### src/rtl/reg_share_arb.sv
// Shared 32-bit holding register with valid/ready arbitration among NUM_REQ sources.
// Optional RR_ARB_EN: round-robin arbitration (default build: fixed priority, lowest index wins).
module reg_share_arb #(
  parameter int NUM_REQ = 4,
  parameter int ID_W    = $clog2(NUM_REQ)
) (
  input  logic                  clk,
  input  logic                  rst_n,
  input  logic [NUM_REQ-1:0]    src_valid,
  input  logic [NUM_REQ*32-1:0] src_data,
  output logic [NUM_REQ-1:0]    src_ready,
  output logic                  dst_valid,
  output logic [31:0]           dst_data,
  output logic [ID_W-1:0]       dst_id,
  input  logic                  dst_ready
);

  typedef enum logic {
    EMPTY = 1'b0,
    FULL  = 1'b1
  } state_t;

  state_t            state;
  logic [31:0]       hold;
  logic [ID_W-1:0]   hold_id;
  logic [ID_W-1:0]   win;
  logic              found;
  logic [NUM_REQ-1:0] gnt;
  logic [31:0]       win_data;
  logic              can_load;
  logic              load;

`ifdef RR_ARB_EN
  logic [ID_W-1:0]   ptr;
  logic [ID_W-1:0]   idx;

  // Round-robin search starting at ptr, wrapping at NUM_REQ-1.
  always_comb begin
    win   = '0;
    found = 1'b0;
    idx   = '0;
    for (int k = 0; k < NUM_REQ; k++) begin
      idx = ID_W'((int'(ptr) + k) % NUM_REQ);
      if (!found && src_valid[idx]) begin
        found = 1'b1;
        win   = idx;
      end
    end
  end

  // Advance priority past the winner after every handshake.
  always_ff @(posedge clk or negedge rst_n) begin
    if (!rst_n) begin
      ptr <= '0;
    end else if (load) begin
      if (win == ID_W'(NUM_REQ - 1)) ptr <= '0;
      else ptr <= win + 1'b1;
    end
  end
`else
  // Fixed priority: lowest asserted index wins.
  always_comb begin
    win   = '0;
    found = 1'b0;
    for (int k = NUM_REQ - 1; k >= 0; k--) begin
      if (src_valid[k]) begin
        found = 1'b1;
        win   = ID_W'(k);
      end
    end
  end
`endif

  // Select the winning source's data word.
  always_comb begin
    win_data = '0;
    for (int k = 0; k < NUM_REQ; k++) begin
      if (ID_W'(k) == win) win_data = src_data[32*k +: 32];
    end
  end

  assign can_load = (state == EMPTY) || dst_ready;

  // One-hot grant, suppressed while stalled, idle or in reset.
  always_comb begin
    gnt      = '0;
    gnt[win] = 1'b1;
    if (rst_n && can_load && found) src_ready = gnt;
    else src_ready = '0;
  end

  assign load = |(src_valid & src_ready);

  // Holding-register FSM; data/id only change on a source handshake.
  always_ff @(posedge clk or negedge rst_n) begin
    if (!rst_n) begin
      state   <= EMPTY;
      hold    <= '0;
      hold_id <= '0;
    end else begin
      unique case (state)
        EMPTY: begin
          if (load) begin
            state   <= FULL;
            hold    <= win_data;
            hold_id <= win;
          end
        end
        FULL: begin
          if (dst_ready) begin
            if (load) begin
              hold    <= win_data;
              hold_id <= win;
            end else begin
              state <= EMPTY;
            end
          end
        end
        default: state <= EMPTY;
      endcase
    end
  end

  assign dst_valid = (state == FULL);
  assign dst_data  = hold;
  assign dst_id    = hold_id;

endmodule

### config.mk
export PLATFORM = sky130hd
export DESIGN_NAME = reg_share_arb
export DESIGN_NICKNAME = d
export VERILOG_FILES = /design/src/rtl/reg_share_arb.sv
export SDC_FILE = /design/constraint.sdc
export NUM_CORES = 1
export LEC_CHECK = 0
export ABC_AREA = 0
export BUFFER_PORTS_ARGS = -buffer_cell sky130_fd_sc_hd__buf_2
export CORE_ASPECT_RATIO = 0.8
export CORE_MARGIN = 1
export CORE_UTILIZATION = 32
export CTS_CLUSTER_DIAMETER = 120
export DETAILED_ROUTE_END_ITERATION = 7
export GPL_TIMING_DRIVEN = 0
export HOLD_SLACK_MARGIN = 0.05
export PLACE_DENSITY_LB_ADDON = 0.25
export SYNTH_ARGS = -nofsm -noshare
export SYNTH_HDL_FRONTEND = slang
export SYNTH_SLANG_ARGS = --single-unit
### constraint.sdc
create_clock -name clk -period 3.36 [get_ports clk]
set_input_delay 0.672 -clock clk [delete_from_list [all_inputs] [get_ports clk]]
set_output_delay 0.672 -clock clk [all_outputs]
set_load 0.01 [all_outputs]
==> flow_summary_export.csv <==
group,metric,value,unit
pwr,p_comb_share,36.1,%
cells_and_area,insertedDiodeCount,0,
die,initial_core_util,33.2,%
sta,maxSlewViolCount,0,
pwr,p_sw_share,34.3,%
synthesis,synth_top_area_cell,"dfrtp_1",
die,ios,174,
worst_setup_path,cp.arrival,2250,ps
pwr,power_density,371,mW/mm^2
clocking,path_clk_slew,70,ps
sta,setup_viol,0,
die,die-area,0.00862,sq mm
clocking,worstSkewPairLatency,280,ps
sta,layout_setup_ws,441,ps
global_routing,overflow,0,
worst_setup_path,cp-start-kind,"input pin",
clocking,cts_made_buffers,5,
detailed_routing,drc,0,
clocking,clock_path_buffers,2,
cells_and_area,post-route-util,47.1,%
worst_setup_path,crit_type,"in2out",
synthesis,avgSynthCellArea,7.61,sq um
synthesis,syn_nets,482,
synthesis,synth_compound_gate_area_share,20.1,%
cells_and_area,multi_input_area,0.00157,sq mm
clocking,clock_sinks,35,
cells_and_area,syn2layout_area_growth,41.7,%
placement,gp_congestion,0.859,
pwr,power_switching,476,uW
synthesis,synthXorXnorAreaFrac,0,%
synthesis,ys_seq_elements,35,
synthesis,synth-adder-area-share,0,%
pwr,p_seq_share,39.1,%
clocking,htreeDepth,2,
worst_setup_path,cp.required,2690,ps
clocking,cts_tree,"built",
worst_setup_path,worst_path_dominant_cell_family,"buffers and inverters",
sta,tns,0,ps
clocking,post_cts_buffers,0,
die,die_height,83.2,um
clocking,cts_resized,0,
worst_setup_path,r2r_start,"dst_valid",
worst_setup_path,r2r_end,"dst_data[10]",
worst_setup_path,crit_path_frequent_cell,"buf_2",
detailed_routing,dr.pass1.iters,4,
worst_setup_path,path_cells,"buf_2 > buf_2 > nor4b_4 > clkbuf_1 > and3_1 > buf_2",
sta,max_freq,343,MHz
worst_setup_path,slowest_delay,490,ps
cells_and_area,area.sequential,876,sq um
synthesis,netlist_instances,347,
synthesis,synth_seq_area_share,33.2,%
detailed_routing,wl_per_cell,15.8,um
die,coreArea,0.00795,sq mm
detailed_routing,num_vias,3239,
sta,fin_hold_ws,501,ps
detailed_routing,initialDrtViolationCount,127,
detailed_routing,viasPerCell,5.09,
pwr,power.internal,912,uW
sta,period_minus_slack,2920,ps
clocking,cts_root_buf,"clkbuf_8",
synthesis,yosysTopAreaCellShare,33.2,%
pwr,clockPowerShare,24.8,%
global_routing,grt_pass1_vias,3320,
sta,rsz0062_at_grt,"false",
die,die_w,104,um
synthesis,synthMuxAreaShare,12.1,%
synthesis,synth_top_family_by_area,"simple AND/OR/NAND/NOR gates",
global_routing,antenna_found_initial,0,
worst_setup_path,reg2reg_depth,5,
worst_setup_path,critical_path_peak_fanout,10,
synthesis,yosys_warnings,0,
worst_setup_path,critPathSlowestCell,"nor4b_4",
cells_and_area,drive_gt1_share,37.5,%
cells_and_area,fill_cells,855,
pwr,power.static_leakage,1.88,nW
global_routing,grt_pass1_wl,16.4,mm
cells_and_area,nNetsFinal,662,
clocking,cts_hold_buffers,0,
placement,dp_slack,375,ps
synthesis,yosys-top-cells-area,"dfrtp_1 (33%), nand2_1 (14%), mux2i_1 (12%), o2bb2ai_1 (11%), a31oi_1 (7.6%)",
min_path,hp-class,"in2async",
worst_setup_path,endpoint_kind,"primary output",
die,std_cell_rows,29,
synthesis,synth_cell_types,24,
worst_setup_path,crit_buf_inv,4,
sta,fin_crit_sh,86.9,%
detailed_routing,drt_wl_total,10.1,mm
sta,final_hold_viol_count,0,
outcome,status,"finished clean",
run,drv_cap,0,
pwr,p_total,1.39,mW
placement,dp_hpwl,7.49,mm
detailed_routing,antenna_left,0,
synthesis,synth-simple-area-share,27.1,%
sta,finClkSkew,1.83,ps
sta,slew_headroom,41.6,%
synthesis,synthesis.area,0.00264,sq mm
global_routing,grt_util_all_layers,24.0,%
pwr,ir_drop,0.146,mV
worst_setup_path,rrSetupSlack,1870,ps
sta,tightest_slew,876,ps
placement,io_buffers,173,
global_routing,grt_max_degree,39,
==> worst max-delay path by stage <==
| stage | start | end | slack [ps] | cells after the start |
|---|---|---|---|---|
| 2_1_floorplan | src_valid[1] | src_ready[3] | 970 | 4 |
| 3_3_place_gp | src_valid[0] | src_ready[3] | 380 | 6 |
| 3_5_place_dp | src_valid[0] | src_ready[3] | 370 | 6 |
| 4_1_cts | src_valid[0] | src_ready[3] | 370 | 6 |
| 5_1_grt | rst_n | src_ready[0] | 230 | 6 |
| 6_report | src_valid[0] | src_ready[3] | 440 | 6 |
==> placed cells by master, fill, tap and decap left out, drive strengths merged <==
master   count
clkbuf      24
dfrtp       35
a21o         1
and3         2
inv          3
nand2       97
o311a        1
a21oi        3
nand3       32
buf        193
mux2i       32
nand2b       1
nor4b        1
and3b        1
nor2        34
o2bb2ai     32
a31oi       32
o21bai       1
o221a        1
or2          1
and2         1
==> layer usage <==
metal | share of wire (%) | routed length (um) | GRT usage (%) | up-vias
met5 | 0 | 0 | 0 | -
met4 | 0.89 | 89 | 5.53 | 0
met3 | 8.2 | 828 | 5.34 | 7
met2 | 46 | 4590 | 40.7 | 157
met1 | 45 | 4550 | 31.0 | 1497
li1 | - | - | - | 1578
==> worst reg2reg max path: cells and delay by family, from the launching register on <==
kind            cells  cell delay (ps)
buf+inv             1              460
flops               1              400
compound gates      2              360
simple gates        2              200
==> sequential cells by signal (all words and copies together), names as in the netlist <==
register,flops
dst_data,32
dst_id,2
dst_valid,1
==> power by group through the flow <==
stage               clock network [mW]  registers [mW]  logic (mW)
global route                     0.368           0.551       0.555
detailed placement                   0           0.550       0.504
floorplan                            0           0.584       0.229
finish                           0.345           0.543       0.501
CTS                              0.356           0.542       0.505
global placement                     0           0.546       0.499
==> cells in the mapped netlist <==
master and number:
clkbuf_1 16, nand2b_1 1, a21oi_1 3, buf_2 10, nand3_1 32, nor4b_4 1
dfrtp_1 35, and3b_1 1, buf_1 4, a21o_1 1, or2_1 1, nor2_1 34
a31oi_1 32, buf_6 4, and2_1 1, nand2_1 97, inv_1 3, o2bb2ai_1 32
o21bai_1 1, and3_1 2, o221a_2 1, mux2i_1 32, buf_4 2, o311a_1 1
==> logic make-up (layout without fill, tap and decap cells) <==
| kind of cell | Yosys count | count (layout) |
|---|---|---|
| AND/OR/NAND/NOR | 170 | 170 |
| multiplexers | 32 | 32 |
| AO/OA/AOI/OAI | 71 | 71 |
| flip-flops | 35 | 35 |
| buffers and inverters | 39 | 220 |
==> layout make-up <==
cell class / instances / area share (%)
multi-input cells: 273 / 41.9
flip-flops and latches: 35 / 23.4
repair buffers: 173 / 23.1
plain buffers: 36 / 4.95
well taps: 108 / 3.61
clock buffers: 8 / 2.68
inverters: 3 / 0.301
==> metrics by stage <==
step / cells / area [sq um]
6_report: 636 / 3740
2_1_floorplan: 347 / 2640
3_3_place_gp: 628 / 3640
5_1_grt: 636 / 3740
4_1_cts: 636 / 3740
3_5_place_dp: 628 / 3640
Power figures use the tool's default switching activity.
